[config.mk]
export PLATFORM = sky130hd
export DESIGN_NAME = cpu_clock_sequencer_flat
export DESIGN_NICKNAME = d
export VERILOG_FILES = /design/src/rtl/cpu_clock_sequencer_if.sv /design/src/rtl/cpu_clock_sequencer.sv /design/src/flat_wrapper.sv
export SDC_FILE = /design/constraint.sdc
export NUM_CORES = 1
export LEC_CHECK = 0
export BUFFER_PORTS_ARGS = -buffer_cell sky130_fd_sc_hd__buf_4
export CAP_MARGIN = 20
export CORE_UTILIZATION = 35
export DETAILED_ROUTE_END_ITERATION = 7
export SYNTH_ARGS = -nofsm -noshare
export SYNTH_HDL_FRONTEND = slang
export SYNTH_SLANG_ARGS = --single-unit
[constraint.sdc]
create_clock -name Clk -period 2.49 [get_ports Clk]
set_input_delay 0.1245 -clock Clk [delete_from_list [all_inputs] [get_ports Clk]]
set_output_delay 0.1245 -clock Clk [all_outputs]
set_load 0.02 [all_outputs]
[src/rtl/cpu_clock_sequencer_if.sv]
// cpu_clock_sequencer_if: bundles the board-side controls and the CPU-side clock/reset/status of the sequencer.
// Latency: none, wires only.
// Backpressure: none; level signals with no handshake.
//
// master : the sequencer (consumes the raw controls, drives the CPU clock/reset/status)
// slave  : the surrounding FPGA top / board pins / CPU
interface cpu_clock_sequencer_if #(
    parameter int CntWidth = 16
);
    // Raw board controls and CPU halt flag, all asynchronous to Clk.
    logic                Run_Sw;
    logic                Step_Btn;
    logic                Restart;
    logic                Halt;

    // CPU clock, CPU reset (active low) and status.
    logic                Cpu_Clk;
    logic                Cpu_Reset;
    logic [2:0]          State;
    logic [CntWidth-1:0] Cycle_Count;
    logic                Heartbeat;

    modport master (
        input  Run_Sw,
        input  Step_Btn,
        input  Restart,
        input  Halt,
        output Cpu_Clk,
        output Cpu_Reset,
        output State,
        output Cycle_Count,
        output Heartbeat
    );

    modport slave (
        output Run_Sw,
        output Step_Btn,
        output Restart,
        output Halt,
        input  Cpu_Clk,
        input  Cpu_Reset,
        input  State,
        input  Cycle_Count,
        input  Heartbeat
    );
endinterface

[src/rtl/cpu_clock_sequencer.sv]
// cpu_clock_sequencer: derives the gated CPU clock and CPU reset from the board clock (free-run, single-step, halt).
// Latency: controls take 2 Clk to synchronise (+DbMax+1 Clk debounce for step/restart); CPU clock edges land on the Clk after tc.
// Backpressure: none; requests that arrive mid-phase wait for the next phase boundary, extra step presses are dropped.
//
// Ports:
//   Clk    - board clock
//   Reset  - asynchronous active-low reset of the whole sequencer
//   bus    - master side of cpu_clock_sequencer_if:
//            in : Run_Sw, Step_Btn, Restart, Halt (raw, asynchronous)
//            out: Cpu_Clk, Cpu_Reset (active low), State, Cycle_Count, Heartbeat (all registered)
module cpu_clock_sequencer #(
    parameter int DivWidth = 23,
    parameter int DivMax   = 7_999_999,
    parameter int DbWidth  = 16,
    parameter int DbMax    = 47_999,
    parameter int RstHold  = 4,
    parameter int CntWidth = 16
) (
    input  logic                  Clk,
    input  logic                  Reset,
    cpu_clock_sequencer_if.master bus
);

    // Wide enough to hold the value RstHold (and at least one bit).
    localparam int RhWidth = $clog2(RstHold + 2);

    typedef enum logic [2:0] {
        ST_RST_HOLD = 3'd0,
        ST_IDLE     = 3'd1,
        ST_RUN      = 3'd2,
        ST_STEP_HI  = 3'd3,
        ST_STEP_LO  = 3'd4,
        ST_HALTED   = 3'd5
    } state_t;

    // ------------------------------------------------------------------
    // Input synchronisers. Bit order: 0 Run_Sw, 1 Step_Btn, 2 Restart, 3 Halt.
    // ------------------------------------------------------------------
    logic [3:0] raw_in;
    logic [3:0] sync1_q;
    logic [3:0] sync2_q;

    assign raw_in = {bus.Halt, bus.Restart, bus.Step_Btn, bus.Run_Sw};

    always_ff @(posedge Clk or negedge Reset) begin
        if (!Reset) begin
            sync1_q <= '0;
            sync2_q <= '0;
        end else begin
            sync1_q <= raw_in;
            sync2_q <= sync1_q;
        end
    end

    logic run_s;
    logic halt_s;

    assign run_s  = sync2_q[0];
    assign halt_s = sync2_q[3];

    // ------------------------------------------------------------------
    // Debouncers for Step_Btn (index 0) and Restart (index 1).
    // The counter runs only while the synchronised sample disagrees with the
    // accepted level; any agreeing sample restarts the qualification window.
    // ------------------------------------------------------------------
    logic [1:0]              db_in;
    logic [1:0][DbWidth-1:0] db_cnt_q;
    logic [1:0][DbWidth-1:0] db_cnt_d;
    logic [1:0]              db_lvl_q;
    logic [1:0]              db_lvl_d;
    logic [1:0]              db_pulse_q;
    logic [1:0]              db_pulse_d;

    assign db_in = {sync2_q[2], sync2_q[1]};

    always_comb begin
        db_cnt_d   = db_cnt_q;
        db_lvl_d   = db_lvl_q;
        db_pulse_d = '0;
        for (int i = 0; i < 2; i++) begin
            if (db_in[i] == db_lvl_q[i]) begin
                db_cnt_d[i] = '0;
            end else if (db_cnt_q[i] == DbWidth'(DbMax)) begin
                db_cnt_d[i]   = '0;
                db_lvl_d[i]   = db_in[i];
                db_pulse_d[i] = db_in[i];   // rising edge of the accepted level only
            end else begin
                db_cnt_d[i] = db_cnt_q[i] + DbWidth'(1);
            end
        end
    end

    always_ff @(posedge Clk or negedge Reset) begin
        if (!Reset) begin
            db_cnt_q   <= '0;
            db_lvl_q   <= '0;
            db_pulse_q <= '0;
        end else begin
            db_cnt_q   <= db_cnt_d;
            db_lvl_q   <= db_lvl_d;
            db_pulse_q <= db_pulse_d;
        end
    end

    logic step_pulse;
    logic restart_pulse;

    assign step_pulse    = db_pulse_q[0];
    assign restart_pulse = db_pulse_q[1];

    // ------------------------------------------------------------------
    // Phase divider and heartbeat. tc marks the last Clk of every phase, so
    // every CPU clock edge produced from it is exactly DivMax+1 Clk apart.
    // ------------------------------------------------------------------
    logic [DivWidth-1:0] div_q;
    logic [DivWidth-1:0] div_d;
    logic                tc;
    logic                hb_q;

    assign tc    = (div_q == DivWidth'(DivMax));
    assign div_d = tc ? '0 : div_q + DivWidth'(1);

    always_ff @(posedge Clk or negedge Reset) begin
        if (!Reset) begin
            div_q <= '0;
            hb_q  <= 1'b0;
        end else begin
            div_q <= div_d;
            hb_q  <= hb_q ^ tc;
        end
    end

    // ------------------------------------------------------------------
    // Sequencer FSM.
    // ------------------------------------------------------------------
    state_t              state_q;
    state_t              state_d;
    logic                cpu_clk_q;
    logic                cpu_clk_d;
    logic                cpu_rst_q;
    logic                cpu_rst_d;
    logic [RhWidth-1:0]  rises_q;
    logic [RhWidth-1:0]  rises_d;
    logic                step_pend_q;
    logic                step_pend_d;
    logic                stop_req_q;
    logic                stop_req_d;
    logic                halt_req_q;
    logic                halt_req_d;
    logic [CntWidth-1:0] cnt_q;
    logic [CntWidth-1:0] cnt_d;
    logic                cnt_inc;
    logic                stop_now;
    logic                halt_now;

    always_comb begin
        state_d     = state_q;
        cpu_clk_d   = cpu_clk_q;
        cpu_rst_d   = cpu_rst_q;
        rises_d     = rises_q;
        step_pend_d = step_pend_q;
        stop_req_d  = stop_req_q;
        halt_req_d  = halt_req_q;
        cnt_inc     = 1'b0;
        stop_now    = stop_req_q | ~run_s | halt_s;
        halt_now    = halt_req_q | halt_s;

        case (state_q)
            ST_RST_HOLD: begin
                // Clock the CPU while its reset is held; release reset at the
                // end of the low phase that follows the RstHold-th rising edge.
                if (tc) begin
                    if (cpu_clk_q) begin
                        cpu_clk_d = 1'b0;
                    end else if (rises_q == RhWidth'(RstHold)) begin
                        state_d   = ST_IDLE;
                        cpu_rst_d = 1'b1;
                    end else begin
                        cpu_clk_d = 1'b1;
                        rises_d   = rises_q + RhWidth'(1);
                    end
                end
            end

            ST_IDLE: begin
                // Run beats a pending step; a step seen between boundaries is
                // held (at most one) until the next tc.
                if (tc && run_s) begin
                    state_d     = ST_RUN;
                    cpu_clk_d   = 1'b1;
                    cnt_inc     = 1'b1;
                    step_pend_d = 1'b0;
                end else if (tc && (step_pend_q || step_pulse)) begin
                    state_d     = ST_STEP_HI;
                    cpu_clk_d   = 1'b1;
                    cnt_inc     = 1'b1;
                    step_pend_d = 1'b0;
                end else if (step_pulse) begin
                    step_pend_d = 1'b1;
                end
            end

            ST_RUN: begin
                if (cpu_clk_q) begin
                    // A stop request seen anywhere in the high phase is
                    // remembered so the phase still runs to full length.
                    if (tc) begin
                        cpu_clk_d  = 1'b0;
                        stop_req_d = 1'b0;
                        halt_req_d = 1'b0;
                        if (stop_now) begin
                            state_d = halt_now ? ST_HALTED : ST_IDLE;
                        end
                    end else begin
                        stop_req_d = stop_now;
                        halt_req_d = halt_now;
                    end
                end else if (tc) begin
                    cpu_clk_d = 1'b1;
                    cnt_inc   = 1'b1;
                end
            end

            ST_STEP_HI: begin
                if (tc) begin
                    cpu_clk_d = 1'b0;
                    state_d   = ST_STEP_LO;
                end
            end

            ST_STEP_LO: begin
                if (tc) begin
                    state_d = halt_s ? ST_HALTED : ST_IDLE;
                end
            end

            ST_HALTED: begin
                // Cpu_Clk is already low here, so restarting the hold sequence
                // cannot shorten a phase.
                if (restart_pulse) begin
                    state_d   = ST_RST_HOLD;
                    cpu_rst_d = 1'b0;
                    rises_d   = '0;
                end
            end

            default: begin
                state_d   = ST_RST_HOLD;
                cpu_clk_d = 1'b0;
                cpu_rst_d = 1'b0;
                rises_d   = '0;
            end
        endcase
    end

    // Cycle counter saturates at all-ones.
    assign cnt_d = (cnt_inc && (cnt_q != '1)) ? cnt_q + CntWidth'(1) : cnt_q;

    always_ff @(posedge Clk or negedge Reset) begin
        if (!Reset) begin
            state_q     <= ST_RST_HOLD;
            cpu_clk_q   <= 1'b0;
            cpu_rst_q   <= 1'b0;
            rises_q     <= '0;
            step_pend_q <= 1'b0;
            stop_req_q  <= 1'b0;
            halt_req_q  <= 1'b0;
            cnt_q       <= '0;
        end else begin
            state_q     <= state_d;
            cpu_clk_q   <= cpu_clk_d;
            cpu_rst_q   <= cpu_rst_d;
            rises_q     <= rises_d;
            step_pend_q <= step_pend_d;
            stop_req_q  <= stop_req_d;
            halt_req_q  <= halt_req_d;
            cnt_q       <= cnt_d;
        end
    end

    // ------------------------------------------------------------------
    // Outputs (all straight from registers).
    // ------------------------------------------------------------------
    assign bus.Cpu_Clk     = cpu_clk_q;
    assign bus.Cpu_Reset   = cpu_rst_q;
    assign bus.State       = state_q;
    assign bus.Cycle_Count = cnt_q;
    assign bus.Heartbeat   = hb_q;

endmodule

[src/flat_wrapper.sv]
// flat-port wrapper written by rule: the top's interface ports become plain ports
module cpu_clock_sequencer_flat 
#(
    parameter int DivWidth = 23,
    parameter int DivMax   = 7_999_999,
    parameter int DbWidth  = 16,
    parameter int DbMax    = 47_999,
    parameter int RstHold  = 4,
    parameter int CntWidth = 16
)
  (Clk, Reset, bus_Run_Sw, bus_Step_Btn, bus_Restart, bus_Halt, bus_Cpu_Clk, bus_Cpu_Reset, bus_State, bus_Cycle_Count, bus_Heartbeat);
  cpu_clock_sequencer_if #(.CntWidth(CntWidth)) bus_i ();
  input  logic Clk;
  input  logic Reset;
  input wire logic [$bits(bus_i.Run_Sw)-1:0] bus_Run_Sw;
  input wire logic [$bits(bus_i.Step_Btn)-1:0] bus_Step_Btn;
  input wire logic [$bits(bus_i.Restart)-1:0] bus_Restart;
  input wire logic [$bits(bus_i.Halt)-1:0] bus_Halt;
  output wire logic [$bits(bus_i.Cpu_Clk)-1:0] bus_Cpu_Clk;
  output wire logic [$bits(bus_i.Cpu_Reset)-1:0] bus_Cpu_Reset;
  output wire logic [$bits(bus_i.State)-1:0] bus_State;
  output wire logic [$bits(bus_i.Cycle_Count)-1:0] bus_Cycle_Count;
  output wire logic [$bits(bus_i.Heartbeat)-1:0] bus_Heartbeat;
  assign bus_i.Run_Sw = bus_Run_Sw;
  assign bus_i.Step_Btn = bus_Step_Btn;
  assign bus_i.Restart = bus_Restart;
  assign bus_i.Halt = bus_Halt;
  assign bus_Cpu_Clk = bus_i.Cpu_Clk;
  assign bus_Cpu_Reset = bus_i.Cpu_Reset;
  assign bus_State = bus_i.State;
  assign bus_Cycle_Count = bus_i.Cycle_Count;
  assign bus_Heartbeat = bus_i.Heartbeat;
  cpu_clock_sequencer #(.DivWidth(DivWidth), .DivMax(DivMax), .DbWidth(DbWidth), .DbMax(DbMax), .RstHold(RstHold), .CntWidth(CntWidth)) u_core (.Clk(Clk), .Reset(Reset), .bus(bus_i));
endmodule
==> reports/results.ini <==
[synth]
syn_nets = 448
avgSynthCellArea_um2 = 10.65
syn_inst = 435
synth_warnings = 0
syn_area_um2 = 4633
yosys-top-cells-area = dfrtp_1 (51%), xor2_1 (7.4%), xnor2_1 (4.9%), nor2_1 (4.8%), nand3_1 (3.5%)
synth-edff-count = 0
synth_top_area_share_pct = 51.31
yosysSeqAreaShare_pct = 51.31
synth_cell_type_count = 59
synth_ff_type = dfrtp_1
ys_ff_latch = 95
synth_top_area_cell = dfrtp_1
ys_async_sr_fraction_pct = 100.0

[final_layout]
nets = 491
drive_above_1_share_pct = 17.18
insertedDiodeCount = 0
layout.cells.non_filler = 655
syn_to_final_growth_pct = 17.90
multi_input_area_um2 = 2156
final_common_cell = dfrtp_1
fill_cells = 1176
mostFrequentLayoutCells = dfrtp_1 (95), nor2_1 (59), xor2_1 (39), buf_4 (37), nand3_1 (32)
regArea_um2 = 2377

[power_and_ir_drop]
leakagePower_nw = 2.456
ir_worst_vdd_v = 0.0004080
powerDensity_nw_per_um2 = 546.4
report.power.total_w = 0.002985

[setup_path]
r2r-start = u_core.div_q[13]$_DFF_PN0_
crit_required_ns = 2.76
r2r_end = u_core.bus.Cycle_Count[8]$_DFFE_PN0P_
startpoint_type = flop
endpoint_kind = flop
critPathKind = flop to flop
rrSetupSlack_ns = 0.17
rr_worst_depth = 10
arrival_ns = 2.59
crit_path_max_fanout = 13

[floorplanning]
pin_count = 28
start_util_pct = 36.27
rows = 41
die_area_um2 = 13700
fp.dieH_um = 117.1
die_w_um = 117.1
core_um2 = 12770

[clocking]
cts_sinks = 95
cts-root-buf = clkbuf_16
clockBufferDepth = 2
htreeDepth = 3
cts_setup_buffers = 0
clkLatencyLatePin_ns = 0.34
clkTransAtPathRegs_ns = 0.06
cts_tree = built
numCtsBuffers = 9

[place]
io_buffers = 27
dp.cells = 634
pre_cts_slack_ns = 0.1421
place_congestion = 0.8057
post-dp-hpwl_mm = 6.089

[routing]
post_drt_wl_per_cell_um = 13.67
drtPass1Iterations = 4
vias = 3272
drtIter0Drc = 192
drt-total-wl_mm = 8.955
routed_via_density = 4.995
detail-route-antenna-nets = 0
drc_errors = 0

[timing]
fin_crit_ns = 2.324
setup_ws_ns = 0.1663
rsz0062_at_grt = false
maxSlewHeadroom_pct = 59.41
setup-tns-final_ns = 0
fin_hold_ws_ns = 0.3145
tightestPinTransition_ns = 0.6037
fmax_mhz = 430.4
setup_viol = 0
fin_crit_sh_pct = 93.32
clock_skew_ns = 0.005207
final_max_slew_viol_count = 0
hold_viol = 0

[global_route]
grt_first_pass_wirelength_mm = 15.95
grt_pass1_vias = 3337
gr-total-overflow = 0
grt_util_all_layers_pct = 15.06
grt_max_degree = 54
antenna_found_initial = 0

[job]
cap_violations = 0

[min_path]
hold_class = input pin to async pin

[run_status]
status = complete, no violations

-- report_power, final --
group	switching, W	internal [W]	leakage (nW)	total, W
registers	0.0000135	0.00156	1.29	0.00157
logic	0.0000482	0.0000247	1.02	0.0000729
clock network	0.000556	0.000785	0.145	0.00134
total	0.000617	0.00237	2.46	0.00298
-- worst max path at each step --
stage,startpoint,to,slack [ns]
6_report,u_core.div_q[13]$_DFF_PN0_,u_core.bus.Cycle_Count[8]$_DFFE_PN0P_,0.17
5_1_grt,u_core.div_q[13]$_DFF_PN0_,u_core.bus.Cycle_Count[8]$_DFFE_PN0P_,0.02
4_1_cts,u_core.div_q[13]$_DFF_PN0_,u_core.bus.Cycle_Count[14]$_DFFE_PN0P_,0.1
3_5_place_dp,u_core.div_q[13]$_DFF_PN0_,u_core.bus.Cycle_Count[8]$_DFFE_PN0P_,0.14
3_3_place_gp,u_core.div_q[13]$_DFF_PN0_,u_core.bus.Cycle_Count[8]$_DFFE_PN0P_,0.24
2_1_floorplan,u_core.div_q[13]$_DFF_PN0_,u_core.bus.Cycle_Count[10]$_DFFE_PN0P_,0.009
-- through the flow --
| step | instance area [um2] | utilization [%] |
|---|---|---|
| finish | 5463 | 42.77 |
| global route | 5463 | 42.77 |
| CTS | 5451 | 42.68 |
| floorplan | 4637 | - |
| global placement | 5105 | 39.96 |
| detailed placement | 5105 | 39.96 |
-- synth_stat cells (all sizes together), types with 3 or more instances --
cell	number
nor2	60
nor3	15
o21ai	3
nand2	27
nand3b	3
and2	3
nor3b	5
nand4	13
and4	6
nand2b	3
nand3	32
buf	7
a21oi	13
mux2	3
clkbuf	5
xor2	39
or2	3
dfrtp	95
nor4	8
nor4b	5
xnor2	26
inv	12
ha	7
and3	9
-- logic make-up (layout without fill, tap and decap cells) --
logic type	count (synthesis)	in the layout	synth area share [%]
AOI/OAI and AO/OA	35	35	5.428
adders and majority gates	7	7	1.890
buffers and inverters	25	73	2.457
and+or+nand+nor	203	203	25.47
xor gates and xnor gates	65	65	12.29
DFF	95	95	51.31
muxes	5	5	1.161
-- area by class of cell --
type	instances	share of cell area [%]
Inverter	13	0.9162
Timing Repair Buffer	44	6.734
Clock inverter	2	0.2290
Multi-Input combinational cell	315	39.46
Sequential cell	95	43.52
Tap cell	172	3.940
Clock buffer	14	5.199
-- layer usage --
layer | global-route usage, % | vias up | wire [um]
met5 | 0 | - | 0
met4 | 4.388 | 0 | 84
met3 | 5.149 | 8 | 354
met2 | 23.55 | 54 | 4122
met1 | 19.83 | 1608 | 4394
li1 | - | 1602 | -
-- timing repair --
item                                    4_1_cts  5_1_grt
resized for setup                             0        2
endpoints found under the setup margin        0        1
endpoints found under the hold margin        46        0
hold buffers                                  5        0
-- registers in the layout, indices dropped and copies added (netlist names) --
| signal | flops |
|---|---|
| u_core.db_pulse_q | 2 |
| u_core.db_lvl_q | 2 |
| u_core.bus.Cpu_Reset | 1 |
| u_core.div_q | 23 |
| u_core.halt_req_q | 1 |
| u_core.stop_req_q | 1 |
| u_core.bus.State | 3 |
| u_core.bus.Cpu_Clk | 1 |
| u_core.sync2_q | 4 |
| u_core.step_pend_q | 1 |
| u_core.bus.Cycle_Count | 16 |
| u_core.rises_q | 3 |
| u_core.sync1_q | 4 |
| u_core.db_cnt_q | 32 |
| u_core.bus.Heartbeat | 1 |
-- critical path: stages (launching register included) --
cell	delay (ns)
dfrtp_1	0.46
nor4b_4	0.31
and4b_4	0.31
nand2_2	0.07
clkinv_2	0.05
ha_1	0.12
and2_1	0.16
a31oi_4	0.07
buf_12	0.18
nor4_1	0.33
xor2_1	0.17
Power figures use the tool's default switching activity.
